===== src/rtl/dmem_pkg.sv =====
// Shared types and constants for the data-memory arbiter.
package dmem_pkg;

    localparam int unsigned ADDR_W  = 32;
    localparam int unsigned DATA_W  = 32;
    localparam int unsigned WIDTH_W = 4;
    localparam int unsigned SUM_W   = ADDR_W + 1;

    localparam logic [WIDTH_W-1:0] WIDTH_BYTE = 4'd1;
    localparam logic [WIDTH_W-1:0] WIDTH_HALF = 4'd2;
    localparam logic [WIDTH_W-1:0] WIDTH_WORD = 4'd4;

    localparam logic PORT0 = 1'b0;
    localparam logic PORT1 = 1'b1;

    typedef enum logic [1:0] {
        ST_IDLE   = 2'd0,
        ST_ACCESS = 2'd1,
        ST_RESP   = 2'd2
    } state_e;

    typedef struct packed {
        logic [ADDR_W-1:0]  addr;
        logic               we;
        logic [WIDTH_W-1:0] width;
        logic [DATA_W-1:0]  wdata;
    } mem_req_t;

    // Bad width, or last touched byte past the end; the extra sum bit catches wrap-around.
    function automatic logic access_fault(input logic [ADDR_W-1:0]  addr,
                                          input logic [WIDTH_W-1:0] width,
                                          input int unsigned        depth);
        logic [SUM_W-1:0] last;
        logic             width_ok;
        width_ok = (width == WIDTH_BYTE) || (width == WIDTH_HALF) || (width == WIDTH_WORD);
        last     = SUM_W'(addr) + SUM_W'(width) - SUM_W'(1);
        return !width_ok || (last > SUM_W'(depth - 1));
    endfunction

endpackage


===== src/rtl/rr_arbiter2.sv =====
// Two-requester grant logic with a round-robin priority pointer or fixed port-0 priority.
module rr_arbiter2
    import dmem_pkg::*;
#(
    parameter bit FIXED_PRIORITY = 1'b0
) (
    input  logic       clk,
    input  logic       rst_n,
    input  logic [1:0] req_i,
    input  logic       advance_i,
    output logic [1:0] gnt_c_o
);

    logic prio_q;

    always_comb begin
        gnt_c_o = 2'b00;
        if (FIXED_PRIORITY) begin
            if (req_i[0])      gnt_c_o = 2'b01;
            else if (req_i[1]) gnt_c_o = 2'b10;
        end else if (req_i == 2'b11) begin
            gnt_c_o = (prio_q == PORT1) ? 2'b10 : 2'b01;
        end else begin
            gnt_c_o = req_i;
        end
    end

    // Priority goes to the port that did not win the last accepted request.
    always_ff @(posedge clk or negedge rst_n) begin
        if (!rst_n) begin
            prio_q <= PORT0;
        end else if (advance_i && (|gnt_c_o)) begin
            prio_q <= gnt_c_o[0] ? PORT1 : PORT0;
        end
    end

endmodule


===== src/rtl/dmem_arbiter.sv =====
// Two-port front end to the single-port data memory: arbitrate, fault-check, access, respond.
module dmem_arbiter
    import dmem_pkg::*;
#(
    parameter int unsigned MEM_DEPTH_IN_BYTE = 16384,
    parameter bit          FIXED_PRIORITY    = 1'b0
) (
    input  logic               clk,
    input  logic               rst_n,
    input  logic               req0_valid_i,
    output logic               req0_ready_o,
    input  logic [ADDR_W-1:0]  req0_addr_i,
    input  logic               req0_we_i,
    input  logic [WIDTH_W-1:0] req0_width_i,
    input  logic [DATA_W-1:0]  req0_wdata_i,
    input  logic               req1_valid_i,
    output logic               req1_ready_o,
    input  logic [ADDR_W-1:0]  req1_addr_i,
    input  logic               req1_we_i,
    input  logic [WIDTH_W-1:0] req1_width_i,
    input  logic [DATA_W-1:0]  req1_wdata_i,
    output logic               rsp0_valid_o,
    output logic [DATA_W-1:0]  rsp0_rdata_o,
    output logic               rsp0_err_o,
    output logic               rsp1_valid_o,
    output logic [DATA_W-1:0]  rsp1_rdata_o,
    output logic               rsp1_err_o,
    output logic [ADDR_W-1:0]  mem_addr_o,
    output logic               mem_write_enable_o,
    output logic [WIDTH_W-1:0] mem_write_width_o,
    output logic [DATA_W-1:0]  mem_write_data_o,
    input  logic [DATA_W-1:0]  mem_read_data_i
);

    state_e            state_q, state_d;
    mem_req_t          req_q, sel_req_c;
    logic              port_q;
    logic              err_q;
    logic [DATA_W-1:0] rdata0_q, rdata1_q;
    logic [1:0]        gnt_c;
    logic              accept_c;

    rr_arbiter2 #(
        .FIXED_PRIORITY(FIXED_PRIORITY)
    ) u_arb (
        .clk      (clk),
        .rst_n    (rst_n),
        .req_i    ({req1_valid_i, req0_valid_i}),
        .advance_i(accept_c),
        .gnt_c_o  (gnt_c)
    );

    assign accept_c = (state_q == ST_IDLE) && (|gnt_c);

    always_comb begin
        if (gnt_c[1]) begin
            sel_req_c.addr  = req1_addr_i;
            sel_req_c.we    = req1_we_i;
            sel_req_c.width = req1_width_i;
            sel_req_c.wdata = req1_wdata_i;
        end else begin
            sel_req_c.addr  = req0_addr_i;
            sel_req_c.we    = req0_we_i;
            sel_req_c.width = req0_width_i;
            sel_req_c.wdata = req0_wdata_i;
        end
    end

    always_ff @(posedge clk or negedge rst_n) begin
        if (!rst_n) begin
            state_q  <= ST_IDLE;
            req_q    <= '0;
            port_q   <= PORT0;
            err_q    <= 1'b0;
            rdata0_q <= '0;
            rdata1_q <= '0;
        end else begin
            state_q <= state_d;
            if (accept_c) begin
                req_q  <= sel_req_c;
                port_q <= gnt_c[1] ? PORT1 : PORT0;
                err_q  <= access_fault(sel_req_c.addr, sel_req_c.width, MEM_DEPTH_IN_BYTE);
            end
            // Faulted accesses return zero instead of whatever the memory drives.
            if (state_q == ST_ACCESS) begin
                if (port_q == PORT0) rdata0_q <= err_q ? '0 : mem_read_data_i;
                else                 rdata1_q <= err_q ? '0 : mem_read_data_i;
            end
        end
    end

    assign rsp0_rdata_o = rdata0_q;
    assign rsp1_rdata_o = rdata1_q;

    always_comb begin
        state_d            = state_q;
        req0_ready_o       = 1'b0;
        req1_ready_o       = 1'b0;
        rsp0_valid_o       = 1'b0;
        rsp0_err_o         = 1'b0;
        rsp1_valid_o       = 1'b0;
        rsp1_err_o         = 1'b0;
        mem_addr_o         = '0;
        mem_write_enable_o = 1'b0;
        mem_write_width_o  = '0;
        mem_write_data_o   = '0;
        case (state_q)
            ST_IDLE: begin
                req0_ready_o = gnt_c[0];
                req1_ready_o = gnt_c[1];
                if (|gnt_c) state_d = ST_ACCESS;
            end
            ST_ACCESS: begin
                mem_addr_o         = req_q.addr;
                mem_write_enable_o = req_q.we & ~err_q;
                mem_write_width_o  = req_q.width;
                mem_write_data_o   = req_q.wdata;
                state_d            = ST_RESP;
            end
            ST_RESP: begin
                rsp0_valid_o = (port_q == PORT0);
                rsp0_err_o   = (port_q == PORT0) && err_q;
                rsp1_valid_o = (port_q == PORT1);
                rsp1_err_o   = (port_q == PORT1) && err_q;
                state_d      = ST_IDLE;
            end
            default: state_d = ST_IDLE;
        endcase
    end

endmodule

===== config.mk =====
export PLATFORM = sky130hd
export DESIGN_NAME = dmem_arbiter
export DESIGN_NICKNAME = d
export VERILOG_FILES = /design/src/rtl/dmem_pkg.sv /design/src/rtl/rr_arbiter2.sv /design/src/rtl/dmem_arbiter.sv
export SDC_FILE = /design/constraint.sdc
export NUM_CORES = 1
export LEC_CHECK = 0
export BUFFER_PORTS_ARGS = -buffer_cell sky130_fd_sc_hd__buf_4
export CORE_MARGIN = 1
export CORE_UTILIZATION = 44
export DETAILED_ROUTE_END_ITERATION = 8
export GPL_TIMING_DRIVEN = 1
export PLACE_DENSITY = 0.81
export SLEW_MARGIN = 15
export SYNTH_ARGS = -nofsm -noshare
export SYNTH_HDL_FRONTEND = slang
export SYNTH_SLANG_ARGS = --single-unit

===== constraint.sdc =====
create_clock -name clk -period 4.1 [get_ports clk]
set_input_delay 0.41 -clock clk [delete_from_list [all_inputs] [get_ports clk]]
set_output_delay 0.41 -clock clk [all_outputs]
set_load 0.03 [all_outputs]

==> summary.md <==
| Metric | Value |
|---|---|
| Final Cycle Share | 0.929 |
| Total global routing overflow | 0 |
| Final setup viols | 0 |
| Crit-path max FO | 22 |
| Cells after Synth | ~940 |
| Most used DFF post-synth | dfrtp_1 |
| TritonCTS Buffers | 17 |
| DR vias/cell | 5.26 |
| Starting Density | 0.451 |
| Clk_lat worst skew | 0.42 ns |
| Synth area leaders | dfrtp_1, mux2i_1, o21ai_0, nand2_1, and2_1 |
| Cell variety after synth | between 50 and 60 |
| Post-Synth Simple-Gate Area | 0.207 |
| Netlist Area Pre-Place | 8160 sq um |
| Failing checks | design-rule violations, negative hold slack |
| Critical Path RT | between 4 and 5 ns |
| Max IR drop VDD | 0.000402 V |
| XOR/XNOR share of the synthesized area | 0.0182 |
| Ant. Diodes | 0 |
| Site Rows | 49 |
| Max-slew headroom | 0.310 |
| Critical Path AT | a little over 4 ns |
| Top sig layer | met4 |
| Initial antenna violation count | 0 |
| Number of global-route vias before repair | 7,585 |
| Sequential share of the synthesized area | 0.423 |
| Die height | 138 um |
| FF+latch count, synth | 138 |
| Share of post-route cells with drive strength above 1 | 0.309 |
| Die X-Extent | between 100 and 150 um |
| Synth top cells by count | nand2_1, o21ai_0, dfrtp_1 |
| Syn nets | around 1,100 |
| Startpoint class of the critical path | flip-flop |
| Final Util | 0.635 |
| PD cells | 594 nW/um^2 |
| Status | complete, but fails checks |
| Multiplexer share of the synthesized area | 0.0934 |
| Clk pin slew, worst setup/hold paths | 0.06 ns |
| CTS root buf | clkbuf_16 |
| I/O Buffers | between 300 and 400 |
| DRT iter0 DRCs | ~370 |
| Final WL | ~25,000 um |
| Most numerous cell in the Yosys netlist | nand2_1 |
| CTS tree | built |
| Global-route wire length before repair | 39,600 um |
| HPWL after detailed placement | 19,100 um |
| DRT Pass-1 Iters | 7 |
| Pin count of the biggest net entering global routing | 92 |
| Avg Cell Area, Syn | between 8 and 9 sq um |
| Worst setup EP type | flip-flop |
| Core Region | between 15,000 and 20,000 sq um |
| Clk sinks | 138 |
| FILL cells | 1,561 |
| Die area | 19,100 sq um |
| EDFF count, synth | 0 |
| Drt wl/cell | 17.0 um |
| Met2 WL | 12,900 um |
| Residual DRC count | 50 |
| Top-area cell type share of the netlist area | 0.423 |
| Post-synthesis compound-gate area fraction | 0.165 |
| GPL Wtd Cong | 0.934 |
| Hold buffers post-CTS | 0 |
| Yosys Warn Count | 0 |
| Worst-margin pin slew | 1.03 ns |
| RSZ-0062 raised after global routing | no |
| Total Nets Final | 1,448 |
| Adder-cell share of the synthesized area | 0.0515 |
| Routed met3 length | 1350 um |
| Largest family of logic cells by synthesized area | simple AND/OR/NAND/NOR gates |
| Metal-1 WL | roughly 10,000 um |
| Max Buffers Root-to-Sink | 2 |
| Hold Fails Final Rpt | 8 |
| Max Transition Viols Final | 0 |
| Fin Hold WS | -0.0110 ns |
| Area Growth Syn to Fin | 40.7% |
| Period minus WS final | between 3 and 4 ns |
| Sum Neg Setup Slack | 0 ns |
| Total GRT Usage | 0.264 |
| Vias post-DR | 7,796 |
| ANT nets after route | 0 |
| Fmax | 263 MHz |
| Hold crit path type | input pin to async pin |
| Async S/R FF share, synth | 1.00 |
| I/O pin count | 313 |
| CTS H-tree lvls | 4 |
| Pleak | between 5 and 6 nW |
| Largest area contributor in the netlist | dfrtp_1 |
| CP Class | flip-flop to flip-flop |
| Max cap viols | 0 |
| Clk_skew | 0.0150 ns |
-- state kept, by name (all words and copies together), names as in the netlist --
name / cells
req_q: 69
rsp0_rdata_o: 32
rsp1_rdata_o: 32
state_q: 2
err_q: 1
port_q: 1
u_arb.prio_q: 1
-- cells by family after synthesis --
kind of cell / Yosys count
and+or+nand+nor: 347
AOI/OAI and AO/OA: 238
DFF: 138
buffers and inverters: 90
muxes: 76
adders and majority gates: 33
xor gates and xnor gates: 17
-- report_power, final --
part / internal [mW] / leakage (nW) / switching, mW / total (mW)
clock network: 0.991 / 0.306 / 0.629 / 1.62
logic: 1.20 / 3.79 / 2.05 / 3.25
registers: 1.75 / 1.80 / 0.195 / 1.95
-- per-layer routing --
metal	global-route usage	vias up
li1	-	3815
met1	0.317	3673
met2	0.459	261
met3	0.0537	47
met4	0.114	0
met5	0	-
-- through the flow --
step / instance area, sq um / power (mW) / hold WS, ns / setup slack [ns] / std cells
global placement: 10800 / 5.14 / 0.454 / 0.211 / 1448
detailed placement: 10800 / 5.20 / 0.462 / 0.0351 / 1448
global route: 11500 / 7.23 / 0.0340 / 0.00911 / 1483
CTS: 11400 / 6.84 / 0.00930 / 0.224 / 1480
floorplan: 8160 / 4.05 / 0.114 / 0.0495 / 939
finish: 11500 / 6.82 / -0.0110 / 0.292 / 1483
-- layout by cell type (no fill, tap or decap), types with 3 or more instances in the layout --
cell	instances
xor2_1	11
nand2b_1	36
clkinv_4	3
a2111oi_0	3
xnor2_1	6
o2111ai_1	4
nand3_1	10
nor4_1	3
nor3_1	11
bufinv_16	3
and2_1	70
o21ai_0	147
inv_1	34
o21a_1	4
o31ai_1	3
a21o_1	9
inv_6	4
buf_4	336
nand4_1	6
o211ai_1	4
clkbuf_16	18
mux2i_1	74
ha_1	32
dfrtp_1	138
nor2b_1	5
nand2_1	160
nor2_1	32
o21ai_1	3
a21oi_1	38
-- repair_timing --
item / CTS / global route
buffers inserted: 0 / 2
setup endpoints to repair: 0 / 1
resized for setup: 0 / 3
-- worst paths after layout --
check                                     from          endpoint  slack, ns  depth (start not counted)
max                               u_arb.prio_q             err_q       0.29                         14
min                                      rst_n          req_q[4]      -0.01                          1
max reg2reg                       u_arb.prio_q             err_q       0.29                         14
min reg2reg                          req_q[53]         req_q[53]       0.47                          2
max in group asynchronous                rst_n         req_q[52]       3.06                          2
min in group clk           mem_read_data_i[28]  rsp1_rdata_o[28]       0.27                          3
-- critical path, stage by stage (launching register included) --
cell       delay, ns
dfrtp_1         0.42
o21ai_4         0.28
buf_12          0.23
mux2i_2         0.29
inv_1           0.07
ha_1            0.39
nand4_1         0.19
nor4_1          0.30
o21ai_0         0.16
nand3_1         0.16
a21oi_1         0.14
o41ai_1         0.42
xor2_1          0.11
a2111oi_1       0.36
a31oi_1         0.13
-- cell type report --
cell class | count | area, sq um | share of cell area
Clock buffer | 18 | 439 | 0.0383
Sequential cell | 138 | 3450 | 0.301
Multi-Input combinational cell | 711 | 4410 | 0.384
Tap cell | 229 | 287 | 0.0250
Inverter | 34 | 128 | 0.0111
Clock inverter | 14 | 186 | 0.0162
Timing Repair Buffer | 339 | 2580 | 0.225
Note: power is estimated with default switching activity, not from simulation.
